$ cat src/rtl/fifo_arb_pkg.sv
// Shared types and defaults for the FIFO write-port arbiter.
// Optional writer locking is enabled with the FIFO_ARB_LOCK_EN macro.
package fifo_arb_pkg;

  localparam int DEF_NREQ  = 4;
  localparam int DEF_WIDTH = 8;

  typedef enum logic [1:0] {
    IDLE  = 2'd0,
    SEND  = 2'd1,
    STALL = 2'd2
  } arb_state_e;

  // Round-robin pointer step: the writer after idx, wrapping n-1 back to 0.
  function automatic int wrap_inc(input int idx, input int n);
    return (idx == n - 1) ? 0 : idx + 1;
  endfunction

endpackage

$ cat src/rtl/fifo_wr_arbiter_rr_picker.sv
// Combinational round-robin picker: first requester at or after ptr_i,
// scanning upward modulo NREQ.
module rr_picker
  import fifo_arb_pkg::*;
#(
  parameter int NREQ = DEF_NREQ,
  parameter int IW   = $clog2(DEF_NREQ)
) (
  input  logic [NREQ-1:0] req_i,
  input  logic [IW-1:0]   ptr_i,
  output logic [NREQ-1:0] grant_o,
  output logic [IW-1:0]   idx_o,
  output logic            any_o
);

  always_comb begin
    grant_o = '0;
    idx_o   = '0;
    any_o   = 1'b0;
    for (int k = 0; k < NREQ; k++) begin
      int pos;
      pos = int'(ptr_i) + k;
      if (pos >= NREQ) pos = pos - NREQ;
      if (!any_o && req_i[pos]) begin
        any_o        = 1'b1;
        idx_o        = IW'(pos);
        grant_o[pos] = 1'b1;
      end
    end
  end

endmodule

$ cat src/rtl/fifo_wr_arbiter.sv
// Round-robin arbiter merging NREQ writers into one FIFO write port through a
// single output register. Define FIFO_ARB_LOCK_EN to add the req_lock input.
module fifo_wr_arbiter
  import fifo_arb_pkg::*;
#(
  parameter int NREQ  = DEF_NREQ,
  parameter int WIDTH = DEF_WIDTH
) (
  input  logic                      clk,
  input  logic                      nrst,
  input  logic [NREQ-1:0]           req_valid,
  input  logic [NREQ*WIDTH-1:0]     req_data,
  output logic [NREQ-1:0]           req_ready,
`ifdef FIFO_ARB_LOCK_EN
  input  logic [NREQ-1:0]           req_lock,
`endif
  input  logic                      fifo_ready,
  output logic                      fifo_wr_en,
  output logic [WIDTH-1:0]          fifo_data,
  output logic [$clog2(NREQ)-1:0]   grant_id,
  output logic                      busy
);

  localparam int IW = $clog2(NREQ);

  arb_state_e        state_q;
  logic              out_valid_q;
  logic [WIDTH-1:0]  data_q;
  logic [IW-1:0]     gid_q;
  logic [IW-1:0]     ptr_q;
  logic [IW-1:0]     ptr_d;

  logic [NREQ-1:0]   pick_grant;
  logic [IW-1:0]     pick_idx;
  logic              pick_any;

  logic [NREQ-1:0]   win_grant;
  logic [IW-1:0]     win_idx;
  logic              win_any;
  logic              stage_free;
  logic              accept;
  logic [WIDTH-1:0]  win_data;

  rr_picker #(
    .NREQ (NREQ),
    .IW   (IW)
  ) u_picker (
    .req_i   (req_valid),
    .ptr_i   (ptr_q),
    .grant_o (pick_grant),
    .idx_o   (pick_idx),
    .any_o   (pick_any)
  );

`ifdef FIFO_ARB_LOCK_EN
  logic last_vld_q;
  logic lock_hit;

  // A locking writer keeps the port only while it is also still presenting data.
  assign lock_hit = last_vld_q && req_lock[gid_q] && req_valid[gid_q];

  always_comb begin
    win_grant = pick_grant;
    win_idx   = pick_idx;
    win_any   = pick_any;
    if (lock_hit) begin
      win_grant        = '0;
      win_grant[gid_q] = 1'b1;
      win_idx          = gid_q;
      win_any          = 1'b1;
    end
  end

  always_ff @(posedge clk or negedge nrst) begin
    if (!nrst) begin
      last_vld_q <= 1'b0;
    end else if (accept) begin
      last_vld_q <= 1'b1;
    end
  end
`else
  assign win_grant = pick_grant;
  assign win_idx   = pick_idx;
  assign win_any   = pick_any;
`endif

  assign stage_free = !out_valid_q || fifo_ready;
  assign accept     = nrst && stage_free && win_any;
  assign req_ready  = (nrst && stage_free) ? win_grant : '0;
  assign win_data   = req_data[int'(win_idx)*WIDTH +: WIDTH];
  assign ptr_d      = IW'(wrap_inc(int'(win_idx), NREQ));

  // Output register and its state; an accept may coincide with draining the held word.
  always_ff @(posedge clk or negedge nrst) begin
    if (!nrst) begin
      state_q     <= IDLE;
      out_valid_q <= 1'b0;
      data_q      <= '0;
      gid_q       <= '0;
      ptr_q       <= '0;
    end else begin
      if (accept) begin
        data_q <= win_data;
        gid_q  <= win_idx;
        ptr_q  <= ptr_d;
      end
      case (state_q)
        IDLE: begin
          if (accept) begin
            state_q     <= SEND;
            out_valid_q <= 1'b1;
          end
        end
        SEND, STALL: begin
          if (accept) begin
            state_q     <= SEND;
            out_valid_q <= 1'b1;
          end else if (fifo_ready) begin
            state_q     <= IDLE;
            out_valid_q <= 1'b0;
          end else begin
            state_q     <= STALL;
            out_valid_q <= 1'b1;
          end
        end
        default: begin
          state_q     <= IDLE;
          out_valid_q <= 1'b0;
        end
      endcase
    end
  end

  assign fifo_wr_en = out_valid_q && fifo_ready;
  assign fifo_data  = data_q;
  assign grant_id   = gid_q;
  assign busy       = (state_q != IDLE);

endmodule

$ cat config.mk
export PLATFORM = sky130hd
export DESIGN_NAME = fifo_wr_arbiter
export DESIGN_NICKNAME = d
export VERILOG_FILES = /design/src/rtl/fifo_arb_pkg.sv /design/src/rtl/fifo_wr_arbiter_rr_picker.sv /design/src/rtl/fifo_wr_arbiter.sv
export SDC_FILE = /design/constraint.sdc
export NUM_CORES = 1
export LEC_CHECK = 0
export ABC_AREA = 0
export CAP_MARGIN = 25
export CORE_MARGIN = 2
export CORE_UTILIZATION = 39
export CTS_CLUSTER_DIAMETER = 80
export DETAILED_ROUTE_END_ITERATION = 7
export PLACE_DENSITY_LB_ADDON = 0.3
export SLEW_MARGIN = 5
export SYNTH_ARGS = -nofsm -noshare
export SYNTH_HDL_FRONTEND = slang
export SYNTH_HIERARCHICAL = 1
export SYNTH_SLANG_ARGS = --single-unit
export TNS_END_PERCENT = 20
$ cat constraint.sdc
create_clock -name clk -period 2.7 [get_ports clk]
set_input_delay 0.27 -clock clk [delete_from_list [all_inputs] [get_ports clk]]
set_output_delay 0.27 -clock clk [all_outputs]
set_load 0.01 [all_outputs]
==> flow_summary.toml <==
[run_status]
outcome = "complete, but fails checks"
violations = "negative setup slack"

[critical_path]
worst_r2r_endpoint = "fifo_data[7]"
required_ns = 2.87
reg2reg_depth = 10
worst_setup_path_start_kind = "flop"
cp_data_arrival_time_ns = 2.99
crit_chain = "buf_4, mux4_2, buf_6, nor4b_4, buf_4, buf_6, nor2_4, a32o_2, mux4_2, mux2_4"
crit_fanout = 5
end_kind = "flop"
timing.rr.start = "ptr_q[0]"
cpMaxStageDelayCell = "mux4_2"
worstSetupPathType = "reg -> reg"
reg2reg_slack_ns = -0.12
cpPeakStageDelay_ns = 0.52
cp_num_buf_inv = 4
critPathTopFamily = "multiplexers"

[synthesis]
synthDistinctLibCells = 33
synth_edf_count = 0
ys_async_sr_fraction_pct = 100.0
synth_top_family_by_area = "multiplexers"
yosys.cell_count.top_type = "dfrtp_1"
ys_ff_latch = 15
syn_area_um2 = 1388
synth_fa_ha_area_share_pct = 9.919
synth_warnings = 6
synth.largest_area_cell = "dfrtp_1"
synth.area.top_cells = "dfrtp_1 (27%), mux4_2 (15%), mux2_2 (11%)"
synth.top_cell.area_share_pct = 27.05
synth_simple_gate_area_share_pct = 11.18
synth_ff_type = "dfrtp_1"
synth_fp_nets = 165
ys_seq_area_share_pct = 27.05
synth_commonest_cells = "dfrtp_1 (15), mux2_2 (14), ha_1 (11)"
synth_compound_area_share_pct = 12.62
postSynthAreaPerCell_um2 = 12.07
synth_xor_area_share_pct = 0
syn_inst = 115
synthMuxAreaShare_pct = 32.37

[floorplan]
core_um2 = 3390
ios = 55
dieArea_um2 = 4051
initial_core_util_pct = 40.94
fp-row-count = 21
die_h_um = 63.65
die_w_um = 63.65

[final_layout]
seq_area_um2 = 377.9
drive_gt1_share_pct = 44.22
syn_to_final_growth_pct = 63.39
multi_input_area_um2 = 996.0
n_antenna_cell = 0
layout.cells.non_filler = 245
nNetsFinal = 250
fill_cells = 244

[placement]
gp_congestion = 0.8629
hpwl_um = 2805
dp.cells = 228
portBuffers = 54

[run]
maxCapViolCount = 0

[timing]
fin_skew_ns = 0.007232
max_freq_mhz = 354.6
finalMaxSlewViolations = 0
slew_headroom_pct = 68.94
rsz0062_at_grt = "true"
fin_ws_ns = -0.1204
tightest_slew_ns = 0.4587
layout_min_cycle_time_ns = 2.820
finalSetupViolCount = 11
hold_violations = 0
tns_ns = -0.9007
period_share_pct = 104.5

[power]
leakage_nw = 0.9609
p_total_mw = 2.927
powerDensity_nw_per_um2 = 1291
ir_worst_vdd_mv = 0.6809

[route]
drc = 0
drt_iter0_markers = 57
wl_um = 4055
drt_pass1_iterations = 4
viasPerCell = 5.584
post_drt_wl_per_cell_um = 16.55
ant_nets = 0
dr_total_vias = 1368

[cts]
path_clk_slew_ns = 0.09
cts_inserted_buffers = 3
numClockSinks = 15
hold_buffers = 0
ctsRootBufferMaster = "clkbuf_4"
worstSkewPairLatency_ns = 0.29
ctsLongestPathBuffers = 2
cts_tree = "built"
htree_levels = 1

[global_route]
antenna_found_initial = 0
overflow = 0
grt_max_degree = 22
grt_pass1_wl_um = 6451
first_global_vias = 1479
grtUsageTotal_pct = 20.13

[min_path]
hold_path_class = "in -> async"
[sequential cells by signal (all words and copies together), names as in the netlist]
name	count
fifo_data	8
grant_id	2
ptr_q	2
state_q	2
out_valid_q	1
[area by class of cell]
cell class / count / area share [%]
inverter: 7 / 1.269
sequential: 15 / 16.67
multi-input combinational: 86 / 43.93
clock inverter: 1 / 0.2208
clock buffer: 3 / 0.9934
timing repair buffer: 87 / 34.38
tap: 46 / 2.539
[logic make-up after synthesis]
group / Yosys count
muxes: 27
DFF: 15
adders and majority gates: 11
and+or+nand+nor: 22
buffers and inverters: 15
AOI/OAI and AO/OA: 25
[placed cells by master, fill, tap and decap left out, types with 2 or more instances in the layout]
cell,count
a21oi_1,2
a22oi_1,5
a22oi_2,3
a31oi_1,2
a32o_2,2
and3_1,4
buf_2,4
buf_4,30
buf_6,3
clkbuf_4,3
clkdlybuf4s50_1,50
dfrtp_1,13
dfrtp_2,2
ha_1,9
ha_4,2
inv_1,5
mux2_2,12
mux2_4,2
mux4_2,12
nand2_1,2
nand2b_1,3
nor2_1,2
o211ai_1,3
o21ai_1,3
[layer usage]
metal	vias up	GRT usage (%)	part of all wire [%]
li1	627	-	-
met1	670	20.62	37
met2	57	39.61	56
met3	14	4.286	4.7
met4	0	6.793	2.1
met5	-	0	0
[per-stage QoR]
stage                     hold slack, ns  util, %  cell area, um2  setup WS [ns]
after global placement            0.4901    61.94            2100        -0.2606
after detailed placement          0.4946    61.94            2100        -0.3170
final                             0.4403    66.89            2267        -0.1204
after global routing              0.4776    66.89            2267        -0.2184
after floorplan                 -0.02559        -            1414        -0.1034
after CTS                         0.4355    65.82            2231       -0.08985
[worst max-delay path by stage]
stage / cells past startpoint / to / slack [ns] / startpoint
2_1_floorplan: 11 / fifo_data[4] / -0.10 / ptr_q[0]
3_3_place_gp: 7 / fifo_data[2] / -0.26 / req_valid[2]
3_5_place_dp: 7 / fifo_data[1] / -0.32 / req_valid[2]
4_1_cts: 11 / fifo_data[7] / -0.09 / ptr_q[1]
5_1_grt: 9 / fifo_data[1] / -0.22 / ptr_q[0]
6_report: 10 / fifo_data[7] / -0.12 / ptr_q[0]
[repair_timing]
action,in CTS,in global routing
gates resized for setup,32,9
pin swaps,7,2
endpoints found under the setup margin,14,14
cloned,1,0
setup buffers,10,2
[power breakdown]
part | switching (mW) | total, mW | internal, mW
Clock | 0.0741 | 0.129 | 0.0550
Combinational | 1.02 | 2.36 | 1.34
Sequential | 0.0852 | 0.436 | 0.351
[worst reg2reg max path, stage by stage, from the launching register on]
cell	delay, ns
dfrtp_2	0.43
buf_4	0.14
mux4_2	0.52
buf_6	0.15
nor4b_4	0.29
buf_4	0.18
buf_6	0.10
nor2_4	0.03
a32o_2	0.29
mux4_2	0.30
mux2_4	0.28
Power figures use the tool's default switching activity.
